## src/rtl/seq_pattern_tx_if.sv

```systemverilog
`default_nettype none
// ============================================================================
//  Module   : seq_pattern_tx_if
//  Purpose  : Groups the load handshake and the serial output of
//             seq_pattern_tx.
//  Ports    : none (interface). Parameters WIDTH/CNT_W must match the
//             transmitter they connect to.
//             master : load_valid, load_data, load_reps, abort driven;
//                      load_ready, out_bit, out_valid, busy, done observed.
//             slave  : the transmitter side (mirror of master).
//  Revision : 1.0  initial release
// ============================================================================
interface seq_pattern_tx_if #(
    parameter int WIDTH = 8,
    parameter int CNT_W = 4
);
    logic             load_valid;
    logic             load_ready;
    logic [WIDTH-1:0] load_data;
    logic [CNT_W-1:0] load_reps;
    logic             abort;
    logic             out_bit;
    logic             out_valid;
    logic             busy;
    logic             done;

    modport master (
        output load_valid, load_data, load_reps, abort,
        input  load_ready, out_bit, out_valid, busy, done
    );

    modport slave (
        input  load_valid, load_data, load_reps, abort,
        output load_ready, out_bit, out_valid, busy, done
    );
endinterface
`default_nettype wire

```

## src/rtl/seq_pattern_tx.sv

```systemverilog
`default_nettype none
// ============================================================================
//  Module   : seq_pattern_tx
//  Purpose  : Serial pattern transmitter. Accepts a WIDTH-bit pattern and a
//             repeat count, then shifts the pattern out MSB-first, one bit
//             per clock, (reps+1) times back-to-back, followed by a one-cycle
//             done pulse.
//  Ports    : clock  - rising-edge clock
//             reset  - asynchronous active-low reset
//             bus    - seq_pattern_tx_if.slave (load handshake, abort,
//                      out_bit/out_valid serial stream, busy, done)
//  Revision : 1.0  initial release
// ============================================================================
module seq_pattern_tx #(
    parameter int WIDTH = 8,
    parameter int CNT_W = 4
) (
    input  wire logic       clock,
    input  wire logic       reset,
    seq_pattern_tx_if.slave bus
);
    localparam int BCW = $clog2(WIDTH);
    localparam logic [BCW-1:0] LAST_BIT = BCW'(WIDTH - 1);

    typedef enum logic [1:0] {
        IDLE  = 2'd0,
        SHIFT = 2'd1,
        DONE  = 2'd2
    } state_t;

    state_t           state;
    logic [WIDTH-1:0] shreg;
    logic [WIDTH-1:0] hold;     // copy of the pattern for reloading each pass
    logic [BCW-1:0]   bit_cnt;  // bits remaining in the current pass, minus one
    logic [CNT_W-1:0] rep_cnt;  // passes remaining after the current one

    always_ff @(posedge clock or negedge reset) begin
        if (!reset) begin
            state   <= IDLE;
            shreg   <= '0;
            hold    <= '0;
            bit_cnt <= '0;
            rep_cnt <= '0;
        end else begin
            case (state)
                IDLE: begin
                    // abort is deliberately not looked at here
                    if (bus.load_valid) begin
                        shreg   <= bus.load_data;
                        hold    <= bus.load_data;
                        rep_cnt <= bus.load_reps;
                        bit_cnt <= LAST_BIT;
                        state   <= SHIFT;
                    end
                end
                SHIFT: begin
                    if (bus.abort) begin
                        state <= IDLE;
                    end else if (bit_cnt != '0) begin
                        shreg   <= {shreg[WIDTH-2:0], 1'b0};
                        bit_cnt <= bit_cnt - 1'b1;
                    end else if (rep_cnt != '0) begin
                        // next pass starts on the very next cycle, no gap
                        shreg   <= hold;
                        bit_cnt <= LAST_BIT;
                        rep_cnt <= rep_cnt - 1'b1;
                    end else begin
                        state <= DONE;
                    end
                end
                DONE: begin
                    state <= IDLE;
                end
                default: begin
                    state <= IDLE;
                end
            endcase
        end
    end

    // Outputs depend only on registered state and shreg.
    assign bus.load_ready = (state == IDLE);
    assign bus.out_valid  = (state == SHIFT);
    assign bus.out_bit    = (state == SHIFT) && shreg[WIDTH-1];
    assign bus.busy       = (state != IDLE);
    assign bus.done       = (state == DONE);
endmodule
`default_nettype wire

```

## src/flat_wrapper.sv

```systemverilog
// flat-port wrapper written by rule: the top's interface ports become plain ports
module seq_pattern_tx_flat 
#(
    parameter int WIDTH = 8,
    parameter int CNT_W = 4
)
  (clock, reset, bus_load_valid, bus_load_data, bus_load_reps, bus_abort, bus_load_ready, bus_out_bit, bus_out_valid, bus_busy, bus_done);
  seq_pattern_tx_if #(.WIDTH(WIDTH), .CNT_W(CNT_W)) bus_i ();
  input  wire logic clock;
  input  wire logic reset;
  input wire logic [$bits(bus_i.load_valid)-1:0] bus_load_valid;
  input wire logic [$bits(bus_i.load_data)-1:0] bus_load_data;
  input wire logic [$bits(bus_i.load_reps)-1:0] bus_load_reps;
  input wire logic [$bits(bus_i.abort)-1:0] bus_abort;
  output wire logic [$bits(bus_i.load_ready)-1:0] bus_load_ready;
  output wire logic [$bits(bus_i.out_bit)-1:0] bus_out_bit;
  output wire logic [$bits(bus_i.out_valid)-1:0] bus_out_valid;
  output wire logic [$bits(bus_i.busy)-1:0] bus_busy;
  output wire logic [$bits(bus_i.done)-1:0] bus_done;
  assign bus_i.load_valid = bus_load_valid;
  assign bus_i.load_data = bus_load_data;
  assign bus_i.load_reps = bus_load_reps;
  assign bus_i.abort = bus_abort;
  assign bus_load_ready = bus_i.load_ready;
  assign bus_out_bit = bus_i.out_bit;
  assign bus_out_valid = bus_i.out_valid;
  assign bus_busy = bus_i.busy;
  assign bus_done = bus_i.done;
  seq_pattern_tx #(.WIDTH(WIDTH), .CNT_W(CNT_W)) u_core (.clock(clock), .reset(reset), .bus(bus_i));
endmodule
```

## config.mk

```make
export PLATFORM = sky130hd
export DESIGN_NAME = seq_pattern_tx_flat
export DESIGN_NICKNAME = d
export VERILOG_FILES = /design/src/rtl/seq_pattern_tx_if.sv /design/src/rtl/seq_pattern_tx.sv /design/src/flat_wrapper.sv
export SDC_FILE = /design/constraint.sdc
export NUM_CORES = 1
export LEC_CHECK = 0
export CAP_MARGIN = 20
export CORE_MARGIN = 2
export CORE_UTILIZATION = 55
export CTS_BUF_LIST = sky130_fd_sc_hd__clkbuf_8
export CTS_CLUSTER_DIAMETER = 50
export DETAILED_ROUTE_END_ITERATION = 16
export PLACE_DENSITY = 0.91
export SYNTH_ARGS = -nofsm -noshare
export SYNTH_HDL_FRONTEND = slang
export SYNTH_SLANG_ARGS = --single-unit
```

## constraint.sdc

```tcl
create_clock -name clock -period 2.1 [get_ports clock]
set_clock_uncertainty 0.05 [all_clocks]
set_input_delay 0.315 -clock clock [delete_from_list [all_inputs] [get_ports clock]]
set_output_delay 0.315 -clock clock [all_outputs]
set_load 0.05 [all_outputs]
```

==> results of run 1 <==
metrics by stage:
step                setup slack (ns)  hold slack (ns)  area [um2]
floorplan                     0.0654          -0.0306        1350
global placement              0.0834            0.441        1600
detailed placement            0.0311            0.447        1600
CTS                           0.0710            0.352        1640
global route                  0.0253            0.391        1650
finish                         0.125            0.348        1650
cells in the mapped netlist (2+ instances only):
cell and instances:
mux2_2 16, a31o_2 2, nor3_1 2, dfrtp_1 25, and2_1 2, mux2i_1 7
o21ai_0 8, nor4_1 2, ha_1 3, a21oi_1 5, nand2_1 12, nor2_1 6
nand3_1 2, a31oi_1 2, inv_1 6, buf_6 2, buf_2 3
what timing repair did:
| action | 4_1_cts | 5_1_grt |
|---|---|---|
| setup buffers | 0 | 0 |
| endpoints found under the setup margin | 0 | 1 |
| resized for setup | 0 | 1 |
flip-flops by register name, indices dropped and copies added, names as in the netlist:
register / count
u_core.rep_cnt: 4
u_core.shreg: 8
u_core.hold: 8
u_core.bit_cnt: 3
u_core.state: 2
metal layers:
layer | up-vias | GRT usage
met5 | - | 0
met4 | 0 | 0.0812
met3 | 14 | 0.0254
met2 | 37 | 0.403
met1 | 470 | 0.239
li1 | 486 | -
cell type report:
type	instances	area (um2)
clock buffers	3	41.3
inverters	7	26.3
clock inverters	1	5.00
repair buffers	25	255
multi-input cells	86	658
well taps	28	35.0
flip-flops and latches	25	626
fillers	169	608
kinds of logic after synthesis:
| kind of cell | Yosys count | share of synthesized area |
|---|---|---|
| and+or+nand+nor | 33 | 0.138 |
| adders and majority gates | 3 | 0.0279 |
| muxes | 23 | 0.186 |
| buffers and inverters | 12 | 0.0473 |
| AOI/OAI and AO/OA | 27 | 0.137 |
| DFF | 25 | 0.464 |
worst max path at each step:
stage	from	to	cells past startpoint
final	u_core.state[0]	bus_out_bit	4
after detailed placement	bus_load_valid	u_core.shreg[4]	6
after floorplan	u_core.state[0]	u_core.hold[0]	4
after CTS	u_core.state[1]	bus_busy	3
after global placement	bus_load_valid	u_core.shreg[5]	6
after global routing	u_core.state[0]	bus_out_bit	4
power by group through the flow:
| stage | Sequential (mW) | Combinational [mW] | Clock (mW) |
|---|---|---|---|
| finish | 0.723 | 0.537 | 0.279 |
| global route | 0.744 | 0.594 | 0.304 |
| CTS | 0.724 | 0.541 | 0.290 |
| floorplan | 0.704 | 0.395 | 0 |
| global placement | 0.723 | 0.513 | 0 |
| detailed placement | 0.730 | 0.538 | 0 |
==> flow_summary.ini, run 1 <==
[drt]
wl_um = 2530
dr_total_vias = 1007
drt_iter0_markers = 27
drc = 0
wl_met2_um = 1290
viasPerCell = 5.75
top_layer = met4
dr.pass1.iters = 4
drt-met1-wl_um = 1080
wire_per_inst_um = 14.5
ant_nets = 0
wl_met3_um = 105

[worst_setup_path]
cp_max_fo = 24
r2r_slack_ns = 0.21
cp_num_buf_inv = 2
crit_chain = or2b_4, clkinv_1, and2_1, buf_12
arrival_ns = 1.61
r2r-start = u_core.rep_cnt[0]
crit_required_ns = 1.74
timing.reg2reg.worst_path_depth = 6
critPathSlowestCell = dfrtp_1
end_kind = output pin
cp_top_family = simple AND/OR/NAND/NOR gates
critPathKind = flip-flop to output pin
cp_slowest_stage_delay_ns = 0.44
r2r_end = u_core.shreg[4]
critPathLaunchType = flip-flop

[cells_and_area]
final_util = 0.730
layout.cells.non_filler = 175
final_common_cell = dfrtp_1
drive_gt1_frac = 0.252
final_nets = 167
n_antenna_cell = 0
areaGrowthSynthToFinish_pct = 22.2
layout_common_cells = dfrtp_1, mux2_2, clkdlybuf4s50_1, nand2_1, o21ai_0

[run]
cap_violations = 0

[clocking]
cts.root.buffer_cell = clkbuf_8
clkLatencyLatePin_ns = 0.27
numCtsBuffers = 3
cts_tree = done
clkTransAtPathRegs_ns = 0.08
cts.path.max_buffers = 2
cts.sinks = 25
cts_hold_buf = 0
htree_levels = 1

[logic_synthesis]
syn_inst = 123
synth-seq-cells = 25
synth_ff_type = dfrtp_1
synthArstFlopShare = 1.00
yosysUniqueCellTypes = 35
synth_warnings = 0
syn_nets = 142
syn_area_per_cell_um2 = 11.0
yosysTopAreaCellShare = 0.464
synth-edff-count = 0
netlist_top_cells_area = dfrtp_1, mux2_2, mux2i_1
seq_area_frac_synth = 0.464
syn_area_um2 = 1350
synth_largest_area_cell = dfrtp_1

[sta]
max-slew-margin-rel = 0.667
drv_slew = 0
tightest_slew_ns = 0.498
min_period_ns = 1.97
max_freq_ghz = 0.506
post-route-period-util = 0.940
setup_viol = 0
hold_violations = 0
finalSetupTns_ns = 0
rsz0062_at_grt = false

[place]
dp_hpwl_um = 1790
gp_congestion = 0.804
place_inst = 171
numPortBuffers = 20

[power_and_ir_drop]
pwr-share-clk = 0.181
power_mw = 1.54
combPwrFrac = 0.349
power_density_nw_per_um2 = 934
leakage_nw = 0.713
internal_power_mw = 1.04
p_seq_frac = 0.470
p_sw_frac = 0.324
power.switching_mw = 0.498
max-vdd-ir-drop_uv = 699

[floorplanning]
top_level_ports = 21
core-area_um2 = 2250
start_util = 0.598
die_y_um = 53.5
die_area_um2 = 2860
die_w_um = 53.5
rows = 17

[global_routing]
grt_max_degree = 26
grt_pass1_wl_um = 4350
grt_pass1_vias = 995
grt.total_usage = 0.213
antenna_found_initial = 0
grt_remaining_overflow = 0

[run_status]
status = finished clean

[worst_hold_path]
holdCritPathClass = primary input to asynchronous set/reset pin
Note: power is estimated with default switching activity, not from simulation.
==> run 2: changes to the inputs <==
Settings changed: CTS_CLUSTER_DIAMETER 50 to not set.
==> results of run 2 <==
No change in the layout: final DEF, timing and power equal those of run 1.
